==> config.mk <==
export PLATFORM = sky130hd
export DESIGN_NAME = ctrl_pipe
export DESIGN_NICKNAME = d
export VERILOG_FILES = /design/src/rtl/ctrl_pkg.sv /design/src/rtl/ctrl_decode.sv /design/src/rtl/ctrl_pipe.sv
export SDC_FILE = /design/constraint.sdc
export NUM_CORES = 1
export LEC_CHECK = 0
export CAP_MARGIN = 20
export CORE_MARGIN = 1.5
export CORE_UTILIZATION = 41
export CTS_CLUSTER_SIZE = 16
export DETAILED_ROUTE_END_ITERATION = 12
export PLACE_DENSITY = 0.77
export SKIP_CTS_REPAIR_TIMING = 1
export SLEW_MARGIN = 10
export SYNTH_ARGS = -nofsm -noshare
export SYNTH_HDL_FRONTEND = slang
export SYNTH_SLANG_ARGS = --single-unit
==> constraint.sdc <==
create_clock -name clk_i -period 2.45 [get_ports clk_i]
set_input_delay 0.6125 -clock clk_i [delete_from_list [all_inputs] [get_ports clk_i]]
set_output_delay 0.6125 -clock clk_i [all_outputs]
set_load 0.005 [all_outputs]
==> src/rtl/ctrl_pkg.sv <==
// ctrl_pkg: shared definitions for the pipelined control unit.
// Holds the opcode values, the ALUo/mtr encodings, the control bundle layout,
// the bubble constant and the per-cycle pipeline action enum.
// Optional feature macro used by importers: CTRL_MULDIV_EN.
package ctrl_pkg;

    localparam logic [6:0] OP_RTYPE  = 7'b0110011;
    localparam logic [6:0] OP_LOAD   = 7'b0000011;
    localparam logic [6:0] OP_IMATH  = 7'b0010011;
    localparam logic [6:0] OP_STORE  = 7'b0100011;
    localparam logic [6:0] OP_BRANCH = 7'b1100011;
    localparam logic [6:0] OP_JAL    = 7'b1101111;
    localparam logic [6:0] OP_JALR   = 7'b1100111;
    localparam logic [6:0] OP_LUI    = 7'b0110111;
    localparam logic [6:0] OP_AUIPC  = 7'b0010111;

    localparam logic [6:0] F7_MULDIV = 7'b0000001;

    localparam logic [1:0] ALUO_ADD = 2'b00;
    localparam logic [1:0] ALUO_BR  = 2'b01;
    localparam logic [1:0] ALUO_R   = 2'b10;
    localparam logic [1:0] ALUO_I   = 2'b11;

    localparam logic [1:0] MTR_ALU = 2'b00;
    localparam logic [1:0] MTR_MEM = 2'b01;
    localparam logic [1:0] MTR_PC4 = 2'b10;

    localparam int CTRL_W = 12;

    localparam int B_ALUO_HI = 11;
    localparam int B_ALUO_LO = 10;
    localparam int B_ALUS    = 9;
    localparam int B_BR      = 8;
    localparam int B_MR      = 7;
    localparam int B_MW      = 6;
    localparam int B_RW      = 5;
    localparam int B_MTR_HI  = 4;
    localparam int B_MTR_LO  = 3;
    localparam int B_J       = 2;
    localparam int B_JR      = 1;
    localparam int B_MD      = 0;

    // Field order matches the B_* bit positions above, MSB first.
    typedef struct packed {
        logic [1:0] aluo;
        logic       alus;
        logic       br;
        logic       mr;
        logic       mw;
        logic       rw;
        logic [1:0] mtr;
        logic       j;
        logic       jr;
        logic       md;
    } ctrl_t;

    localparam ctrl_t CTRL_BUBBLE = '0;

    typedef enum logic [2:0] {
        ACT_ADVANCE,
        ACT_FREEZE,
        ACT_MDHOLD,
        ACT_FLUSH,
        ACT_HAZARD
    } pipeAct_t;

endpackage

==> src/rtl/ctrl_decode.sv <==
// ctrl_decode: purely combinational main decoder for the ID-stage instruction.
// Ports:
//   instr_i     ID instruction
//   ctrl_o      control bundle (all-zero for unrecognised opcodes)
//   illegal_o   opcode not recognised
//   rs1_used_o  instruction reads rs1
//   rs2_used_o  instruction reads rs2
// Optional feature: CTRL_MULDIV_EN sets md for R-type with funct7 = 0000001.
module ctrl_decode
    import ctrl_pkg::*;
#(
    parameter int ILEN = 32
) (
    input  logic [ILEN-1:0] instr_i,
    output ctrl_t           ctrl_o,
    output logic            illegal_o,
    output logic            rs1_used_o,
    output logic            rs2_used_o
);

    logic [6:0] opcode;
    logic [4:0] rd;
    logic       unusedBits;

    assign opcode     = instr_i[6:0];
    assign rd         = instr_i[11:7];
    assign unusedBits = ^instr_i[ILEN-1:12];

    // Opcode table. Everything starts cleared so unknown opcodes fall out as
    // an all-zero bundle; the rd == x0 override runs last so no case can
    // accidentally produce a write to the zero register.
    always_comb begin
        ctrl_o     = CTRL_BUBBLE;
        illegal_o  = 1'b0;
        rs1_used_o = 1'b0;
        rs2_used_o = 1'b0;
        case (opcode)
            OP_RTYPE: begin
                ctrl_o.aluo = ALUO_R;
                ctrl_o.rw   = 1'b1;
                rs1_used_o  = 1'b1;
                rs2_used_o  = 1'b1;
`ifdef CTRL_MULDIV_EN
                if (instr_i[31:25] == F7_MULDIV) begin
                    ctrl_o.md = 1'b1;
                end
`endif
            end
            OP_LOAD: begin
                ctrl_o.alus = 1'b1;
                ctrl_o.mr   = 1'b1;
                ctrl_o.rw   = 1'b1;
                ctrl_o.mtr  = MTR_MEM;
                rs1_used_o  = 1'b1;
            end
            OP_IMATH, OP_LUI, OP_AUIPC: begin
                ctrl_o.aluo = ALUO_I;
                ctrl_o.alus = 1'b1;
                ctrl_o.rw   = 1'b1;
                rs1_used_o  = (opcode == OP_IMATH);
            end
            OP_STORE: begin
                ctrl_o.alus = 1'b1;
                ctrl_o.mw   = 1'b1;
                rs1_used_o  = 1'b1;
                rs2_used_o  = 1'b1;
            end
            OP_BRANCH: begin
                ctrl_o.aluo = ALUO_BR;
                ctrl_o.br   = 1'b1;
                rs1_used_o  = 1'b1;
                rs2_used_o  = 1'b1;
            end
            OP_JAL: begin
                ctrl_o.rw  = 1'b1;
                ctrl_o.j   = 1'b1;
                ctrl_o.mtr = MTR_PC4;
            end
            OP_JALR: begin
                ctrl_o.aluo = ALUO_ADD;
                ctrl_o.alus = 1'b1;
                ctrl_o.rw   = 1'b1;
                ctrl_o.jr   = 1'b1;
                ctrl_o.mtr  = MTR_PC4;
                rs1_used_o  = 1'b1;
            end
            default: begin
                illegal_o = 1'b1;
            end
        endcase
        if (rd == 5'd0) begin
            ctrl_o.rw = 1'b0;
        end
    end

endmodule

==> src/rtl/ctrl_pipe.sv <==
// ctrl_pipe: pipelined control unit. Decodes the ID instruction, carries the
// control bundle through ID/EX, EX/MEM and MEM/WB, inserts load-use bubbles,
// handles EX-resolved flushes and whole-pipe freezes.
// Ports:
//   clk_i, rst_i            clock, synchronous active-high reset
//   id_valid_i, id_instr_i  ID-stage instruction and its valid flag
//   ex_flush_i              branch/jump resolved in EX, kills the ID instruction
//   ext_stall_i             memory not ready, freezes every stage register
//   id_stall_o              hold PC and IF/ID this cycle
//   {ex,mem,wb}_valid_o     stage holds a live instruction
//   {ex,mem,wb}_ctrl_o      registered control bundle per stage
//   {ex,mem,wb}_rd_o        destination register per stage
//   ex_illegal_o            EX instruction had an unrecognised opcode
// Optional feature macro: CTRL_MULDIV_EN (multi-cycle divide/remainder hold).
module ctrl_pipe
    import ctrl_pkg::*;
#(
    parameter int ILEN          = 32,
    parameter int RAW           = 5,
    parameter int MULDIV_CYCLES = 32
) (
    input  logic              clk_i,
    input  logic              rst_i,
    input  logic              id_valid_i,
    input  logic [ILEN-1:0]   id_instr_i,
    input  logic              ex_flush_i,
    input  logic              ext_stall_i,
    output logic              id_stall_o,
    output logic              ex_valid_o,
    output logic              mem_valid_o,
    output logic              wb_valid_o,
    output logic [CTRL_W-1:0] ex_ctrl_o,
    output logic [CTRL_W-1:0] mem_ctrl_o,
    output logic [CTRL_W-1:0] wb_ctrl_o,
    output logic [RAW-1:0]    ex_rd_o,
    output logic [RAW-1:0]    mem_rd_o,
    output logic [RAW-1:0]    wb_rd_o,
    output logic              ex_illegal_o
);

    ctrl_t          idCtrl;
    logic           idIllegal;
    logic           rs1Used;
    logic           rs2Used;
    logic [RAW-1:0] idRd;
    logic [RAW-1:0] idRs1;
    logic [RAW-1:0] idRs2;

    logic           exValid_q, exValid_d;
    ctrl_t          exCtrl_q, exCtrl_d;
    logic [RAW-1:0] exRd_q, exRd_d;
    logic           exIllegal_q, exIllegal_d;
    logic           memValid_q, memValid_d;
    ctrl_t          memCtrl_q, memCtrl_d;
    logic [RAW-1:0] memRd_q, memRd_d;
    logic           wbValid_q, wbValid_d;
    ctrl_t          wbCtrl_q, wbCtrl_d;
    logic [RAW-1:0] wbRd_q, wbRd_d;

    logic           loadUse;
    logic           mdHold;
    logic           idStall;
    pipeAct_t       act;

    ctrl_decode #(.ILEN(ILEN)) uDecode (
        .instr_i    (id_instr_i),
        .ctrl_o     (idCtrl),
        .illegal_o  (idIllegal),
        .rs1_used_o (rs1Used),
        .rs2_used_o (rs2Used)
    );

    assign idRd  = id_instr_i[7 +: RAW];
    assign idRs1 = id_instr_i[15 +: RAW];
    assign idRs2 = id_instr_i[20 +: RAW];

    // A load in EX whose result the ID instruction needs cannot forward in
    // time; x0 is never a real dependency.
    assign loadUse = exValid_q & exCtrl_q.mr & (exRd_q != '0) & id_valid_i &
                     ((rs1Used & (idRs1 == exRd_q)) | (rs2Used & (idRs2 == exRd_q)));

`ifdef CTRL_MULDIV_EN
    localparam int CNT_W = (MULDIV_CYCLES > 1) ? $clog2(MULDIV_CYCLES) : 1;
    logic [CNT_W-1:0] mdCnt_q, mdCnt_d;

    assign mdHold = (mdCnt_q != '0);
`else
    logic unusedCfg;

    assign unusedCfg = (MULDIV_CYCLES != 0);
    assign mdHold    = 1'b0;
`endif

    // Pick one action per cycle. The divide hold sits above flush because a
    // flush arriving mid-divide must not cut the divide short; the flush
    // source keeps asserting until the pipe moves again.
    always_comb begin
        act = ACT_ADVANCE;
        if (ext_stall_i) begin
            act = ACT_FREEZE;
        end else if (mdHold) begin
            act = ACT_MDHOLD;
        end else if (ex_flush_i) begin
            act = ACT_FLUSH;
        end else if (loadUse) begin
            act = ACT_HAZARD;
        end
    end

    // Next-state for all stage registers. Defaults hold everything, which is
    // exactly the freeze behaviour; the other actions shift stages and decide
    // what enters EX (decoded instruction or bubble).
    always_comb begin
        exValid_d   = exValid_q;
        exCtrl_d    = exCtrl_q;
        exRd_d      = exRd_q;
        exIllegal_d = exIllegal_q;
        memValid_d  = memValid_q;
        memCtrl_d   = memCtrl_q;
        memRd_d     = memRd_q;
        wbValid_d   = wbValid_q;
        wbCtrl_d    = wbCtrl_q;
        wbRd_d      = wbRd_q;
        idStall     = 1'b0;
`ifdef CTRL_MULDIV_EN
        mdCnt_d     = mdCnt_q;
`endif
        case (act)
            ACT_FREEZE: begin
                idStall = 1'b1;
            end
            ACT_MDHOLD: begin
                idStall    = 1'b1;
                wbValid_d  = memValid_q;
                wbCtrl_d   = memCtrl_q;
                wbRd_d     = memRd_q;
                memValid_d = 1'b0;
                memCtrl_d  = CTRL_BUBBLE;
                memRd_d    = '0;
`ifdef CTRL_MULDIV_EN
                mdCnt_d    = mdCnt_q - CNT_W'(1);
`endif
            end
            ACT_FLUSH, ACT_HAZARD: begin
                idStall     = (act == ACT_HAZARD);
                wbValid_d   = memValid_q;
                wbCtrl_d    = memCtrl_q;
                wbRd_d      = memRd_q;
                memValid_d  = exValid_q;
                memCtrl_d   = exCtrl_q;
                memRd_d     = exRd_q;
                exValid_d   = 1'b0;
                exCtrl_d    = CTRL_BUBBLE;
                exRd_d      = '0;
                exIllegal_d = 1'b0;
            end
            ACT_ADVANCE: begin
                wbValid_d   = memValid_q;
                wbCtrl_d    = memCtrl_q;
                wbRd_d      = memRd_q;
                memValid_d  = exValid_q;
                memCtrl_d   = exCtrl_q;
                memRd_d     = exRd_q;
                exValid_d   = id_valid_i;
                exCtrl_d    = id_valid_i ? idCtrl : CTRL_BUBBLE;
                exRd_d      = id_valid_i ? idRd : '0;
                exIllegal_d = id_valid_i & idIllegal;
`ifdef CTRL_MULDIV_EN
                if (id_valid_i && idCtrl.md && id_instr_i[14]) begin
                    mdCnt_d = CNT_W'(MULDIV_CYCLES - 1);
                end
`endif
            end
            default: begin
                idStall = 1'b0;
            end
        endcase
    end

    // Stage registers with synchronous reset; reset wins over every action.
    always_ff @(posedge clk_i) begin
        if (rst_i) begin
            exValid_q   <= 1'b0;
            exCtrl_q    <= CTRL_BUBBLE;
            exRd_q      <= '0;
            exIllegal_q <= 1'b0;
            memValid_q  <= 1'b0;
            memCtrl_q   <= CTRL_BUBBLE;
            memRd_q     <= '0;
            wbValid_q   <= 1'b0;
            wbCtrl_q    <= CTRL_BUBBLE;
            wbRd_q      <= '0;
        end else begin
            exValid_q   <= exValid_d;
            exCtrl_q    <= exCtrl_d;
            exRd_q      <= exRd_d;
            exIllegal_q <= exIllegal_d;
            memValid_q  <= memValid_d;
            memCtrl_q   <= memCtrl_d;
            memRd_q     <= memRd_d;
            wbValid_q   <= wbValid_d;
            wbCtrl_q    <= wbCtrl_d;
            wbRd_q      <= wbRd_d;
        end
    end

`ifdef CTRL_MULDIV_EN
    // Remaining extra EX cycles for the divide currently in EX.
    always_ff @(posedge clk_i) begin
        if (rst_i) begin
            mdCnt_q <= '0;
        end else begin
            mdCnt_q <= mdCnt_d;
        end
    end
`endif

    // The stall request is masked during reset so it reads 0 while the pipe
    // is being cleared, even if the memory side is also stalling.
    assign id_stall_o   = idStall & ~rst_i;
    assign ex_valid_o   = exValid_q;
    assign ex_ctrl_o    = exCtrl_q;
    assign ex_rd_o      = exRd_q;
    assign ex_illegal_o = exIllegal_q;
    assign mem_valid_o  = memValid_q;
    assign mem_ctrl_o   = memCtrl_q;
    assign mem_rd_o     = memRd_q;
    assign wb_valid_o   = wbValid_q;
    assign wb_ctrl_o    = wbCtrl_q;
    assign wb_rd_o      = wbRd_q;

endmodule
# == Word level (Yosys, flattened, before mapping) ==
# Cells that the tools add are included.
# classes
addsub,0
mul,0
n_div,0
n_lt_le_gt_ge,0
eq_ne,15
shift,0
n_mux,26
bitwise_logic,10
n_reduce_logical,16
# ops
cell,count
12-bit one-hot mux with 2 select lines,2
7-bit by 6-bit == test with 1-bit output (second input constant),3
7-bit == test (second input constant),3
5-bit one-hot mux with 2 select lines,2
7-bit by 5-bit == test with 1-bit output (second input constant),2
12-bit two-way mux,1
5-bit == test,2
1-bit two-way mux,10
1-bit one-hot mux with 2 select lines,5
3-bit two-way mux,3
3-bit OR reduction,3
9-bit OR reduction,1
1-bit AND,8
7-bit by 2-bit == test with 1-bit output (second input constant),1
7-bit OR reduction,1
3-bit by 2-bit == test with 1-bit output (second input constant),2
2-bit one-hot mux with 3 select lines,1
2-bit OR reduction,3
6-bit OR reduction,1
5-bit logical NOT,1
5-bit two-way mux,1
5-bit nonzero test,1
5-bit OR reduction,1
2-bit one-hot mux with 2 select lines,1
other kinds (7),8
# word_totals
regBits,55
latchBits,0
ramBits,0
mem_bits_ro,0
inputBits,37
output_inout_bits,56
elab_cells,104
mem_count,0

# == Depth between registers and ports, before layout ==
# Gate-level depths: netlist of run 1.
# logic_depth
word_depth,13
depth_mapped,6
ltp_nobuf,5

# == Cells and area by module ==
# From an unflattened synthesis of run 1, not the netlist that was laid out.
# unflattened
hier_cells,282
area_unflattened_um2,2567.5
# by_module_without_submodules
module,n_inst,cells_each,area_per_inst_um2
ctrl_pipe,1,241,2316.0
ctrl_decode,1,41,251.5

# == Worst setup path after synthesis of run 1 ==
# Ideal clock, no wire load.
# synth_path
path_kind,input to output
start,in ext_stall_i
end,out id_stall_o
arrival_time_ns,1.733
required_time_ns,1.837
path_slack_ns,0.104
path_stages,5
n_path_buf,1
path_cell_list,buf_6 -> or3b_4 -> nor4_2 -> o21ai_2 -> a21oi_1
# synth_via
elab_chain_cells,5
# synth_rtl
item,line_no,source
start: declaration,ctrl_pipe.sv:27,"input logic ext_stall_i,"
3-bit two-way mux (*),ctrl_pipe.sv:99,if (ext_stall_i) begin
3-bit == test (tied with other cells),"ctrl_pipe.sv:128, ctrl_pipe.sv:145",
2-bit OR reduction (on tied branches),-,
1-bit one-hot mux with 2 select lines (*),ctrl_pipe.sv:128,case (act)
1-bit AND (*),ctrl_pipe.sv:220,assign id_stall_o = idStall & ~rst_i;
end: declaration,ctrl_pipe.sv:28,"output logic id_stall_o,"
# Every way passes the cells marked *; elsewhere a longest branch is shown, timed or not.

# == Final worst setup path of run 1 ==
# layout_path
start,"reg exRd_q[4], in the netlist ex_rd_o[4]"
end,out id_stall_o
# layout_via
elab_chain_cells,11
# layout_rtl
item,line_no,source
start: declaration,ctrl_pipe.sv:51,"logic [RAW-1:0] exRd_q, exRd_d;"
start signal: assignment,ctrl_pipe.sv:196,exRd_q <= exRd_d;
5-bit == test / 5-bit nonzero test (equally long branches),"ctrl_pipe.sv:80, ctrl_pipe.sv:79",
1-bit AND (on tied branches),"ctrl_pipe.sv:80, ctrl_pipe.sv:79",
1-bit bitwise OR / 1-bit AND (equally long branches),"ctrl_pipe.sv:80, ctrl_pipe.sv:79",
1-bit AND (*),ctrl_pipe.sv:79,assign loadUse = exValid_q & exCtrl_q.mr & (exRd_q != '0) & id_valid_i &
3-bit two-way mux (*),ctrl_pipe.sv:105,end else if (loadUse) begin
3-bit two-way mux (*),ctrl_pipe.sv:103,end else if (ex_flush_i) begin
3-bit two-way mux (*),ctrl_pipe.sv:99,
3-bit == test (tied with other cells),"ctrl_pipe.sv:128, ctrl_pipe.sv:145",
2-bit OR reduction (on tied branches),-,
1-bit one-hot mux with 2 select lines (*),ctrl_pipe.sv:128,
1-bit AND (*),ctrl_pipe.sv:220,
# Marks and branches as above.

==> results of run 1 <==
[worst max-delay path, stage by stage (launching register included)]
cell                      delay [ns]
sky130_fd_sc_hd__dfxtp_4        0.38
sky130_fd_sc_hd__or4_4          0.51
sky130_fd_sc_hd__o22ai_2        0.25
sky130_fd_sc_hd__nor4_4         0.06
sky130_fd_sc_hd__o21ai_2        0.07
sky130_fd_sc_hd__a21oi_1        0.07
sky130_fd_sc_hd__buf_2          0.13
[cell type report]
cell class	instances	area [sq um]
fillers	397	1550
inverters	2	7.51
multi-input cells	151	1020
clock inverters	3	22.5
clock buffers	5	68.8
flip-flops and latches	49	986
repair buffers	106	1020
well taps	67	83.8
[synthesized netlist by cell type (all sizes together), types with 3 or more instances]
| cell type | count |
|---|---|
| nor2 | 41 |
| nand3 | 3 |
| clkbuf | 8 |
| buf | 7 |
| or4 | 3 |
| o21ai | 10 |
| dfxtp | 49 |
| a22o | 3 |
| nand2 | 15 |
| mux2i | 32 |
| xnor2 | 8 |
| a32o | 5 |
| nand4 | 3 |
| nor3 | 3 |
| nor2b | 3 |
[cell families (layout without fill, tap and decap cells)]
kind of cell	after synthesis	in the layout
buffers and inverters	17	116
muxes	32	32
DFF	49	49
other	1	3
xor gates and xnor gates	10	10
and+or+nand+nor	79	79
AOI/OAI and AO/OA	27	27
[metrics by stage]
| step | cell area, sq um | util (%) | std cells | TNS, ns | setup WS, ns |
|---|---|---|---|---|---|
| floorplan | 2050 | - | 217 | 0 | 0.104 |
| global placement | 3010 | 63.3 | 371 | -0.697 | -0.697 |
| detailed placement | 3010 | 63.3 | 371 | -0.719 | -0.719 |
| CTS | 3100 | 65.2 | 379 | -0.722 | -0.722 |
| global route | 3210 | 67.5 | 383 | 0 | 0.0142 |
| finish | 3210 | 67.5 | 383 | 0 | 0.0613 |
[final timing paths]
| path | depth (start not counted) | end | slack (ns) | startpoint |
|---|---|---|---|---|
| worst min-delay path | 2 | ex_illegal_o | 0.44 | ex_illegal_o |
| worst min register to register | 2 | ex_illegal_o | 0.44 | ex_illegal_o |
| worst max-delay path | 6 | id_stall_o | 0.06 | ex_rd_o[4] |
| worst max register to register | 7 | ex_rd_o[4] | 0.70 | ex_rd_o[4] |
[registers in the layout (all words and copies together), names as in the netlist]
register / count
ex_valid_o: 1
mem_ctrl_o: 10
mem_valid_o: 1
ex_ctrl_o: 10
ex_illegal_o: 1
wb_rd_o: 5
wb_valid_o: 1
mem_rd_o: 5
wb_ctrl_o: 10
ex_rd_o: 5
[cells in the final DEF, fill, tap and decap left out, types with 2 or more instances in the layout]
master and n:
sky130_fd_sc_hd__clkdlybuf4s50_1 58, sky130_fd_sc_hd__dfxtp_1 47, sky130_fd_sc_hd__nor2_1 39, sky130_fd_sc_hd__mux2i_1 32, sky130_fd_sc_hd__buf_4 27, sky130_fd_sc_hd__dlymetal6s2s_1 18
sky130_fd_sc_hd__nand2_1 14, sky130_fd_sc_hd__xnor2_1 8, sky130_fd_sc_hd__o21ai_0 8, sky130_fd_sc_hd__a32o_1 5, sky130_fd_sc_hd__clkbuf_8 5, sky130_fd_sc_hd__nand4_1 3
sky130_fd_sc_hd__nand3_1 3, sky130_fd_sc_hd__a22o_1 3, sky130_fd_sc_hd__conb_1 3, sky130_fd_sc_hd__inv_1 2, sky130_fd_sc_hd__nor2_2 2, sky130_fd_sc_hd__xor2_1 2
sky130_fd_sc_hd__or2_4 2, sky130_fd_sc_hd__a21oi_1 2, sky130_fd_sc_hd__nor2b_1 2, sky130_fd_sc_hd__nand2b_1 2, sky130_fd_sc_hd__or4_1 2, sky130_fd_sc_hd__nor3_1 2
sky130_fd_sc_hd__clkinv_4 2, sky130_fd_sc_hd__buf_2 2
[layer usage]
| layer | track usage, % | wire (microns) |
|---|---|---|
| met1 | 26.1 | 2330 |
| met2 | 30.0 | 2500 |
| met4 | 7.41 | 71 |
| met3 | 3.84 | 251 |
| met5 | 0 | 0 |
[report_power, final]
group,leakage (uW),internal [uW],switching [uW],total [uW]
registers,0.000396,801,6.24,807
logic,0.000999,93.6,73.3,167
clock network,0.0000481,203,281,484
total,0.00144,1100,360,1460
==> results list, run 1 <==
- Clock Tree Root: sky130_fd_sc_hd__clkbuf_8
- Endpoint class of the critical path: output port
- Multiplexer share of the synthesized area: between 10% and 20%
- Yosys printed 0 warnings.
- The floorplan step defined a die boundary enclosing about 5400 sq um.
- Vertical extent of the die: 73.6 microns
* Sequential cell area fraction in the yosys report: a little under half
* Rel. slew slack: a little under three fifths
- Clock tree synthesis inserted a total of 5 buffers.
- CTS HTree Levels: 2
* Basic-gate share of the synthesized area counting and, or, nand and nor cells: about 18%
- First drt pass iteration count: 4
- The synthesized design spends more area on one cell type than any other, namely sky130_fd_sc_hd__dfxtp_1.
- The first global-routing pass estimated slightly below 8000 microns of wire.
* Worst-Margin Slew: ~0.67 ns
- The longest clock path from root to sink contains 2 buffers.
* Mean Syn Cell Area: between 9 and 10 sq um
- Port Buf Inserts: 79
- Remaining number of nets flagged by the antenna check after routing: 0
- Clock tree from TritonCTS: done
- Insertion delay to the later sink of the worst-skew pair: ~0.30 ns
* Power density of the placed cells: about 450 nW/um^2
* Clk pin slew, worst setup/hold paths: about 0.09 ns
* Endpoint required time on the critical path: 1.84 ns
* Detailed-route via count: 1875
- between 90 and 100 I/O pins were placed.
- Count of state elements after synthesis: between 40 and 50
- Combinational family with the most area after synthesis: simple AND/OR/NAND/NOR gates
- Max-cap check violation count: 0
- Hold slack: 0.444 ns
* Count of mapped cells out of synthesis: 215
- The synthesized netlist occupies a cell area of between 2000 and 2500 sq um.
- 0 antenna diodes ended up in the layout.
- Routability-driven placement finished with a final weighted congestion of approximately 0.81.
- DRT iter0 DRCs: 67
- Share of async-settable or async-resettable flops after synthesis: 0%
* Leakage power total: ~0.0014 uW
- Placement Rows: 25
- Subtracting the final worst setup slack from the clock period gives roughly 2.4 ns.
* DP HPWL: approximately 3800 microns
- The design draws roughly 1500 uW.
- Dividing the detail-routed wire length by the instance count gives between 10 and 15 microns.
- Area growth, synth to finish: 56.8%
- Count of cell types in the netlist: 35
- In the synthesized netlist the dominant register cell turns out to be sky130_fd_sc_hd__dfxtp_1.
- Along the worst path, the maximum fanout reaches 5.
- Startpoint Class: flop
- Vias in the first global route: about 1700
- In this run the biggest area consumer among cell types represents 48.0% of the synthesized area.
- Result of the run: completed
* Unrepaired setup endpoints after global routing: no
- Max-slew violation count: 0
- Initial antenna violation count: 0
* Share of the synthesized netlist area taken by xor and xnor gates: 4.28%
* Worst supply voltage drop on vdd: between 0.3 and 0.4 mV
* Final worst-path cycle share: between 90 and 100%
- For the worst setup path, the data arrival time is around 1.8 ns.
- The routed design has about 5200 microns of wire.
* Residual DRC count: 0
- Post-detailed-route via-to-cell ratio: 4.90
- Maximum number of pins on one net before global-route repair: 34
- Critical path type: reg -> out
* Total number of nets in the final design: approximately 350
- Gr usage total: 19.2%
- Biggest area contributors in the synthesized netlist: sky130_fd_sc_hd__dfxtp_1 (48%), sky130_fd_sc_hd__mux2i_1 (16%), sky130_fd_sc_hd__nor2_1 (7.5%)
- Setup violations remaining at the end of the flow were counted as 0.
* Post-route clock skew: around 0.007 ns
- Fraction of final layout cells sized beyond drive strength 1: roughly 17%
* Starting Density: between 40% and 50%
* Compound-cell area share of the yosys netlist: under 10%
- In this run, synthesis inferred 0 flip-flops with an integrated enable.
- The floorplan step defined a core boundary enclosing about 4800 sq um.
- Post-synthesis adder-cell area fraction: 0%
* Maximum frequency from static timing analysis: roughly 0.42 GHz
- The total overflow left after global routing is 0.
- Die Wd: around 74 microns
- Clk sink count: 49
- The number of hold violations in the final report came to 0.
- Path class of the lowest-slack min-delay path: reg -> reg
(Power assumes the default switching activity.)
==> inputs of run 2 (changes only) <==
- CORE_MARGIN: 1.5 -> unset
==> run 2 against run 1 <==
Against the previous run:
- core utilization increased by 0.24 points
- non-clock buffer count decreased by 3
- cell count decreased by 0.78%
- sequential share of layout area decreased by 0.22 points
- register-to-register slack improved by 0.02 ns
- via count increased by 0.59%
- critical endpoint unchanged
- highest routed layer unchanged
==> results list, run 2 (synthesized netlist as in run 1, its figures left out) <==
- The placeable core area came to 4750 sq um (unchanged).
- Starting Density: 43.0% (unchanged)
* Post-route clock skew: 0.0128 ns (+0.00580 ns)
- DP HPWL: 3720 microns (-2.3%)
* Final hold violation count: 0 (unchanged)
- Clk sink count: 49 (unchanged)
* Result of the run: completed
- Crit Reg-Reg Startpoint: ex_rd_o[1]
- Startpoint of the most critical hold path: ex_illegal_o
- The normalized max-slew margin was 62.3% (+7.1 points).
- Top-Level Pins: 93 (unchanged)
- The post-route antenna net violation count came to 0 (unchanged).
- CP Max Fanout: 4 (-1)
- The wire length reported by the detailed router was 5140 microns (-0.37%).
- Hold slack: 0.449 ns (+0.00531 ns)
* Reg-to-reg critical path endpoint: ex_ctrl_o[1]
- The top cell types in the final layout, fill and taps aside, are sky130_fd_sc_hd__clkdlybuf4s50_1 (58), sky130_fd_sc_hd__dfxtp_1 (48), sky130_fd_sc_hd__nor2_1 (39).
* Clock tree from TritonCTS: done
* Time the worst path needs with I/O delays and setup: 2.38 ns (-0.00388 ns)
* Unrepaired setup endpoints after global routing: no
* Max-cap check violation count: 0 (unchanged)
- Initial antenna violation count: 0 (unchanged)
* Global-route wire length before repair: 8050 microns (+1.7%)
* Leakage power total: 0.00143 uW (-0.84%)
- The via count of the first global-routing pass came to 1732 (+3.5%).
- Sum of overflow across all layers after global routing: 0 (unchanged)
* Post-detailed-route via-to-cell ratio: 4.96 (+1.4%)
- Critical path type: reg -> out
- The final worst slack came to 0.0652 ns (+0.00388 ns).
- Path class of the lowest-slack min-delay path: reg -> reg
- The final net count came to 349 (-0.85%).
* Port Buf Inserts: 79 (unchanged)
- The number of cells on the worst reg-to-reg path was 5 (-2).
- The maximum vdd ir drop was 0.237 mV (-21%).
- The share of the clock period used by the worst path after layout is 97.3% (-0.16 points).
- The count of endpoints failing setup in the final report is 0 (unchanged).
- The arrival time at the worst endpoint was 1.77 ns (about the same).
* Placement Rows: 25 (unchanged)
- The count of TritonRoute iterations in the first routing pass came to 4 (unchanged).
- The initial DRC count is 71 (+6.0%).
- Longest Clk Path Bufs: 2 (unchanged)
- Pre-CTS setup slack: -0.720 ns (-0.00122 ns)
- Insertion delay to the later sink of the worst-skew pair: 0.31 ns (about the same)
* Number of antenna cells inserted: 0 (unchanged)
* Maximum frequency from static timing analysis: 0.419 GHz (+0.16%)
- The library cell used most frequently in the layout, excluding fill and tap cells, is sky130_fd_sc_hd__clkdlybuf4s50_1.
- DIE AREA: 5280 sq um (-2.7%)
* Gr usage total: 19.8% (+0.55 points)
* Maximum number of pins on one net before global-route repair: 34 (unchanged)
- The worst setup path is captured at an output port.
- The count of pins over their slew limit is 0 (unchanged).
- Cell depth of the worst hold path: 2 (unchanged)
- The number of H-tree levels is 2 (unchanged).
- Clk pin slew, worst setup/hold paths: 0.09 ns (about the same)
- The worst hold path terminates at ex_illegal_o.
- The floorplan die width was 72.6 microns (-1.4%).
- End-of-flow core utilization: 67.7% (+0.24 points)
- The root buffer cell chosen for the clock tree is sky130_fd_sc_hd__clkbuf_8.
- Residual DRC count: 0 (unchanged)
* Startpoint Class: flop
* Fillers: 393 (-1.0%)
* Gp weighted congestion: 0.900 (+11%)
- The worst endpoint required time is 1.84 ns (about the same).
- The TritonCTS buffer count was 5 (unchanged).
- The power density over the cells came to 487 nW/um^2 (+7.3%).
- From synthesis to final layout, the design area changed by 57.4%.
* Vertical extent of the die: 72.6 microns (-1.4%)
- Routed WL per cell: 13.5 microns (+0.42%)
* Worst-Margin Slew: 0.551 ns (-0.118 ns)
* Fraction of final layout cells sized beyond drive strength 1: 15.3% (-1.4 points)
- The detailed-route via count is 1886 (+0.59%).
* R2r setup slk: 0.72 ns (+0.02 ns)
-- run 2: layout make-up --
class                      instances  area (sq um)  share of cell area (%)
multi-input combinational        151          1030                    31.9
timing repair buffer             103          1000                    31.1
sequential                        49           982                    30.5
clock buffer                       7          86.3                    2.68
tap                               67          83.8                    2.60
clock inverter                     1          30.0                   0.933
inverter                           2          7.51                   0.233
-- run 2: worst max path at each step --
stage | startpoint | to | cells past startpoint
CTS | id_instr_i[1] | id_stall_o | 7
finish | ex_rd_o[1] | id_stall_o | 6
detailed placement | id_instr_i[1] | id_stall_o | 7
global route | ex_rd_o[1] | id_stall_o | 6
floorplan | ext_stall_i | id_stall_o | 5
global placement | id_instr_i[0] | id_stall_o | 7
-- run 2: critical path: stages, from the launching register on --
cell	delay (ns)
sky130_fd_sc_hd__dfxtp_1	0.37
sky130_fd_sc_hd__or4_4	0.56
sky130_fd_sc_hd__o22ai_4	0.20
sky130_fd_sc_hd__nor4_4	0.06
sky130_fd_sc_hd__o21ai_2	0.07
sky130_fd_sc_hd__a21oi_1	0.08
sky130_fd_sc_hd__buf_2	0.13
-- run 2: through the flow --
step,total power (uW),std cells,TNS (ns),cell area (sq um)
after global placement,988,371,-0.714,3010
after global routing,1630,380,0,3220
after floorplan,901,217,0,2050
after detailed placement,989,371,-0.771,3010
final,1570,380,0,3220
after CTS,1570,379,-0.720,3130
-- run 2: per-layer routing --
layer,up-vias,wire (microns),track usage [%]
met1,884,2290,25.3
met5,-,0,0
met4,0,70,6.97
li1,929,-,-
met3,8,263,4.70
met2,65,2520,32.5
-- run 2: where the power goes --
part | internal [uW] | switching (uW)
sequential | 801 | 6.55
combinational | 93.1 | 75.3
clock | 333 | 259
